==> config.mk <==
export PLATFORM = sky130hd
export DESIGN_NAME = dr_tx_bridge
export DESIGN_NICKNAME = d
export VERILOG_FILES = /design/src/rtl/dr_tx_bridge.sv
export SDC_FILE = /design/constraint.sdc
export NUM_CORES = 1
export LEC_CHECK = 0
export ABC_AREA = 0
export CORE_MARGIN = 2
export CORE_UTILIZATION = 25
export CTS_CLUSTER_DIAMETER = 200
export DETAILED_ROUTE_END_ITERATION = 10
export MAX_ROUTING_LAYER = met4
export SYNTH_ARGS = -nofsm -noshare
export SYNTH_HDL_FRONTEND = slang
export SYNTH_SLANG_ARGS = --single-unit
==> constraint.sdc <==
create_clock -name CK -period 2.2 [get_ports CK]
set_clock_uncertainty 0.1 [all_clocks]
set_input_delay 0.22 -clock CK [delete_from_list [all_inputs] [get_ports CK]]
set_output_delay 0.22 -clock CK [all_outputs]
set_load 0.02 [all_outputs]
==> src/rtl/dr_tx_bridge.sv <==
// dr_tx_bridge: clocked valid/ready words to 4-phase return-to-zero dual-rail tokens.
// Owns the DIMS initialize line (PI) and completes each token on the receiver's ACK.
module dr_tx_bridge #(
  parameter int WIDTH       = 8,
  parameter int INIT_CYCLES = 4,
  parameter int TIMEOUT     = 255,
  parameter int CNT_W       = 16
) (
  input  logic             CK,
  input  logic             RST,
  input  logic             in_valid,
  output logic             in_ready,
  input  logic [WIDTH-1:0] in_data,
  output logic [WIDTH-1:0] D_f,
  output logic [WIDTH-1:0] D_t,
  input  logic             ACK,
  output logic             PI,
  output logic             err,
  input  logic             err_clr,
  output logic [CNT_W-1:0] tok_cnt
);

  // state  | meaning
  // S_INIT | PI high, rails spacer, held for INIT_CYCLES cycles
  // S_IDLE | rails spacer, waiting for a word (and for ack_s low)
  // S_DATA | codeword on rails, waiting for ack_s to rise
  // S_NULL | spacer on rails, waiting for ack_s to fall
  typedef enum logic [1:0] {S_INIT, S_IDLE, S_DATA, S_NULL} state_t;

  localparam int T_MAX = (TIMEOUT > INIT_CYCLES) ? TIMEOUT : INIT_CYCLES;
  localparam int TW    = $clog2(T_MAX + 1);
  localparam logic [TW-1:0] INIT_LAST = TW'(INIT_CYCLES - 1);
  localparam logic [TW-1:0] TO_LAST   = TW'(TIMEOUT - 1);

  state_t        state;
  logic [TW-1:0] timer;
  logic          ack_meta;
  logic          ack_s;
  logic          timeout;

  assign in_ready = (state == S_IDLE) && !ack_s;

  // Fires on the edge that would otherwise be the TIMEOUT-th waiting cycle.
  assign timeout = ((state == S_DATA && !ack_s) || (state == S_NULL && ack_s)) &&
                   (timer == TO_LAST);

  always_ff @(posedge CK) begin
    if (RST) begin
      state    <= S_INIT;
      timer    <= '0;
      ack_meta <= 1'b0;
      ack_s    <= 1'b0;
      D_f      <= '0;
      D_t      <= '0;
      PI       <= 1'b1;
      err      <= 1'b0;
      tok_cnt  <= '0;
    end else begin
      ack_meta <= ACK;
      ack_s    <= ack_meta;

      if (timeout)
        err <= 1'b1;
      else if (err_clr)
        err <= 1'b0;

      case (state)
        S_INIT: begin
          if (timer == INIT_LAST) begin
            state <= S_IDLE;
            PI    <= 1'b0;
            timer <= '0;
          end else begin
            timer <= timer + TW'(1);
          end
        end
        S_IDLE: begin
          if (in_valid && in_ready) begin
            D_t   <= in_data;
            D_f   <= ~in_data;
            timer <= '0;
            state <= S_DATA;
          end
        end
        S_DATA: begin
          if (ack_s) begin
            D_t   <= '0;
            D_f   <= '0;
            timer <= '0;
            state <= S_NULL;
          end else if (timeout) begin
            D_t   <= '0;
            D_f   <= '0;
            PI    <= 1'b1;
            timer <= '0;
            state <= S_INIT;
          end else begin
            timer <= timer + TW'(1);
          end
        end
        S_NULL: begin
          if (!ack_s) begin
            tok_cnt <= tok_cnt + CNT_W'(1);
            timer   <= '0;
            state   <= S_IDLE;
          end else if (timeout) begin
            PI    <= 1'b1;
            timer <= '0;
            state <= S_INIT;
          end else begin
            timer <= timer + TW'(1);
          end
        end
        default: begin
          D_t   <= '0;
          D_f   <= '0;
          PI    <= 1'b1;
          timer <= '0;
          state <= S_INIT;
        end
      endcase
    end
  end

endmodule

**After elaboration in Yosys (flattened, before gate mapping)**

Cells that the tools add are included.

- Add/subtract/negate cells: 2
- Equality and inequality tests: 10
- Multiplexer cells: 25
- Bitwise logic cells: 2
- Reductions and logical operators: 15

Operators by type and width:

| operator | count |
|---|---|
| 8-bit two-way mux | 9 |
| 8-bit case mux with 2 select lines | 2 |
| 8-bit case mux with 4 select lines | 1 |
| 16-bit by 1-bit adder with 16-bit output, second input constant | 1 |
| 2-bit two-way mux | 5 |
| 8-bit by 1-bit adder with 8-bit output, second input constant | 1 |
| 8-bit by 2-bit == test with 1-bit output, second input constant | 1 |
| 8-bit == test, second input constant | 1 |
| 8-bit NOT | 1 |
| 2-bit case mux with 4 select lines | 1 |
| 1-bit two-way mux | 6 |
| 2-bit inequality test, second input constant | 3 |
| 1-bit logical AND | 5 |
| 2-bit == test, second input constant | 2 |
| 2-bit AND reduction | 2 |
| 4-bit AND reduction | 1 |
| 2-bit nonzero test | 2 |
| 3-bit inequality test, second input constant | 1 |
| 1-bit case mux with 3 select lines | 1 |
| 3-bit AND reduction | 1 |
| 3-bit nonzero test | 1 |
| 2-bit by 1-bit == test with 1-bit output, second input constant | 1 |
| 2-bit logical NOT | 1 |
| 2-bit by 1-bit inequality test with 1-bit output, second input constant | 1 |
| other kinds (3) | 3 |

- Flip-flop bits (word level): 46
- Input port bits: 13
- Output and inout port bits: 35
- Logic and storage cells: 63

**Longest topological paths before layout**

- Depth after elaboration: 7
- Gate-level depth with buffers: 7
- Mapped depth without buffers: 6

**Worst setup path before layout**

No wires, ideal clock.

- Path kind: register to register
- Start point: register tok_cnt[0]
- End point: register tok_cnt[14]
- Library setup time: 70 ps
- Arrival: 1754 ps
- Data required time: 2030 ps
- Setup slack: 276 ps
- Stages on the path, launching flop included: 7
- Buffers on the path: 1
- Clock period less this slack: 1924 ps
- Path through: dfxtp_1 > ha_1 > nand4_1 > or2_1 > clkbuf_2 > or4_1 > a21oi_1

- Longest elaborated chain between the ends: 1

RTL lines:

| item | line | RTL |
|---|---|---|
| start: declaration | 20 | `output logic [CNT_W-1:0] tok_cnt` |
| start signal: assignment | 103 | `tok_cnt <= tok_cnt + CNT_W'(1);` |
| 16-bit by 1-bit adder with 16-bit output | 103 |  |

No other way between the ends.
A chain may end at the register's enable or synchronous reset.

**Worst setup path in the final report**

- Start point: register state[1]
- End point: output in_ready

- Longest elaborated chain between the ends: 2

RTL lines:

| item | line | RTL |
|---|---|---|
| start: declaration | 35 | `state_t state;` |
| start signal: assignment | 49 | `state <= S_INIT;` |
| start signal: assignment | 70 | `state <= S_IDLE;` |
| start signal: assignment | 82 | `state <= S_DATA;` |
| 2-bit by 1-bit == test with 1-bit output | 41 | `assign in_ready = (state == S_IDLE) && !ack_s;` |
| 1-bit logical AND | 41 |  |
| end: declaration | 12 | `output logic in_ready,` |

No other way between the ends.

==> summary.txt <==
Status
  – Result of the run: finished clean

Place
  – Cell count after placement: 364
  – Post-DP HPWL: between 3 and 4 mm
  – Port Buf Inserts: 47
  – Post-Place Worst Slack: 289 ps
  – Placer congestion estimate: approximately 0.79

Die
  – Cell Rows: 32
  – Effective utilization at floorplan: 25.9%
  – Total I/O pin count: 48
  – Vertical die dimension: around 93 um
  – Standard cell core area: 7730 um2
  – Die extent in x: ~93 um
  – Die area: around 8700 um2

GRT
  – All-layer global routing usage: about 11%
  – Pin count of the biggest net entering global routing: 17
  – Grt total ovfl: 0
  – Global-route wire length before repair: approximately 7.4 mm
  – Number of global-route vias before repair: about 1,600
  – Number of antenna violations at the first check in global routing: 0

Final layout
  – Total number of nets in the final design: approximately 290
  – Leading cell types in the layout, fill and taps excluded: sky130_fd_sc_hd__clkdlybuf4s50_1 (47), sky130_fd_sc_hd__dfxtp_1 (45), sky130_fd_sc_hd__nor2_1 (29)
  – Commonest non-fill, non-tap cell in the layout: sky130_fd_sc_hd__clkdlybuf4s50_1
  – Signed area change from the synthesized netlist to the final layout: 35.4%
  – Finished Layout Cells: 372
  – Number of diodes: 0
  – Proportion of layout cells with a drive suffix above 1: about 6.7%

Synthesis
  – Unique masters post-synth: 47
  – Share of async-settable or async-resettable flops after synthesis: 0%
  – Combinational family with the most area after synthesis: simple AND/OR/NAND/NOR gates
  – Post-synthesis sequential element count: 46
  – Post-Syn Area: between 1500 and 2000 um2
  – Total nets after synthesis: between 200 and 250
  – Post-synth EDFFs: 0
  – Cell type with the largest total area after synthesis: sky130_fd_sc_hd__dfxtp_1
  – Post-synthesis compound-gate area fraction: ~12%
  – Leading cell types by total area after synthesis: sky130_fd_sc_hd__dfxtp_1 (46%), sky130_fd_sc_hd__nor2_1 (5.4%), sky130_fd_sc_hd__xnor2_1 (5.3%)
  – Multiplexer fraction of the synthesized cell area: between 1 and 1.5%
  – Mean instance size in the synthesized netlist: 8.97 um2
  – Top FF cell, synth: sky130_fd_sc_hd__dfxtp_1
  – Synthesized netlist cell count: 223
  – Xor and xnor area share after synthesis: around 7.4%
  – Register area share after synthesis: between 40% and 50%
  – Synth warn: 0
  – Post-synthesis share of cell area spent on and, or, nand and nor gates: a little over a quarter
  – Arithmetic-cell share of the synthesized area counting full adders, half adders and majority gates: under 10%
  – Post-synth top area share: 46.1%

Routing
  – Drc violations: 0
  – Antenna-violating nets left: 0
  – 1st-pass router iterations: 4
  – Number of DRC markers after the initial detailed-route iteration: 99
  – Via Count: about 1,700
  – DR vias/cell: between 4 and 5
  – Routed wire length: between 4 and 5 mm
  – Routed WL per cell: around 11 um

Clocking
  – Root cell of the clock tree: sky130_fd_sc_hd__clkbuf_8
  – Clock network latency to the later pin of the worst-skew pair: 300 ps
  – TritonCTS clock tree: yes
  – Clock transition time at the flip-flop clock pins of the worst setup and hold paths: approximately 80 ps
  – Clock sink total: 46
  – Post-CTS Setup Inserts: 0
  – # H-tree levels: 2
  – Largest buffer count on any clock path: 2
  – Total CTS buffers: 5

Power
  – Max IR drop VDD: 256 uV
  – Leakage: 0.915 nW
  – Power per cell area: 726 nW/um2

Critical path
  – Crit path required time: ~1900 ps
  – Critical path's slowest cell: sky130_fd_sc_hd__clkdlybuf4s50_1
  – Max Fanout on Critical Path: 11
  – Worst EP arrival: ~1700 ps
  – Type of destination of the critical path: output pin
  – Critical path type: flop to output pin
  – Kind of start point of the critical path: flop
  – Crit-path cells: nor3b_2, clkdlybuf4s50_1
  – Number of cells on the worst reg-to-reg path: 5
  – Slowest stage delay, CP: ~670 ps

Timing
  – Worst slew margin relative to its limit: between 60% and 70%
  – Post-Route Setup TNS: 0 ps
  – Finish-stage setup viols: 0
  – Final worst-path setup slack: 155 ps
  – Worst-Margin Slew: a little under 600 ps
  – Final min period: about 2000 ps
  – Number of failing hold endpoints at the final stage: 0
  – Max Slew Vio Count: 0
  – Tcrit/Tclk final: about 93%
  – Upper clock frequency limit: slightly below 500 MHz
  – Unrepaired setup endpoints after global routing: false

Min path
  – Worst hold path class: flop to flop
  – Cells on Worst Hold Path: 1

Run
  – Maximum capacitance violations: 0
-- final timing paths --
check	start	to	slack (ps)
max	state[1]	in_ready	160
min	ack_meta	ack_s	350
max reg2reg	timer[0]	timer[1]	280
min reg2reg	ack_meta	ack_s	350
-- registers in the layout (all words and copies together), names as in the netlist --
register  cells
ack_s         1
timer         8
tok_cnt      16
PI            1
state         2
D_f           8
err           1
D_t           8
ack_meta      1
-- power by group --
group	switching, mW	internal, mW	leakage, nW
clock	0.291	0.485	0.0714
combinational	0.133	0.130	0.471
sequential	0.0488	0.879	0.372
-- logic make-up after synthesis --
kind of cell             Yosys count
AND/OR/NAND/NOR                  100
adder cells (fa/ha/maj)            3
AO/OA/AOI/OAI                     37
XOR/XNOR                          17
buffers and inverters             18
multiplexers                       2
flip-flops                        46
-- area by class of cell --
| cell class | count | area (um2) |
|---|---|---|
| inverter | 6 | 22.5 |
| clock inverter | 2 | 60.1 |
| fill | 799 | 5020 |
| multi-input combinational | 159 | 991 |
| clock buffer | 6 | 82.6 |
| tap | 102 | 128 |
| timing repair buffer | 51 | 500 |
| sequential | 46 | 922 |
-- metal layers --
| layer | global-route usage (%) | vias to the layer above | part of all wire (%) |
|---|---|---|---|
| li1 | - | 867 | - |
| met1 | 13.9 | 782 | 47 |
| met2 | 16.2 | 43 | 46 |
| met3 | 3.38 | 3 | 6.1 |
| met4 | 3.19 | 0 | 0.63 |
| met5 | - | - | 0 |
-- stage by stage --
step / util (%) / hold WS, ps / area, um2 / power [mW]
global placement: 33.2 / 341 / 2560 / 1.21
finish: 35.0 / 352 / 2710 / 1.97
CTS: 35.0 / 359 / 2710 / 1.99
detailed placement: 33.2 / 349 / 2560 / 1.21
floorplan: - / 248 / 2000 / 1.11
global route: 35.0 / 364 / 2710 / 2.07
-- cells in the mapped netlist (all sizes together), types with 2 or more instances --
library cell and number:
a21oi 15, nor2b 3, or4 4, nor2 29
nand3 7, a211oi 5, nand2 25, and2 2
nor4 2, xnor2 12, a31o 2, o31ai 4
o211ai 2, and3 3, clkbuf 5, nor3b 9
nand4 6, dfxtp 46, o21ai 2, nand2b 2
ha 3, buf 7, inv 6, xor2 5
-- worst max-delay path, delay by kind of cell, from the launching register on --
kind / cells / cell delay, ps
buffers and inverters: 1 / 670
DFF: 1 / 430
and+or+nand+nor: 1 / 330
-- timing repair --
item                       CTS  global route
hold buffers                 0             0
setup endpoints to repair    0             1
gates resized for setup      0             1
No activity file was read; power rests on OpenSTA's default activity.
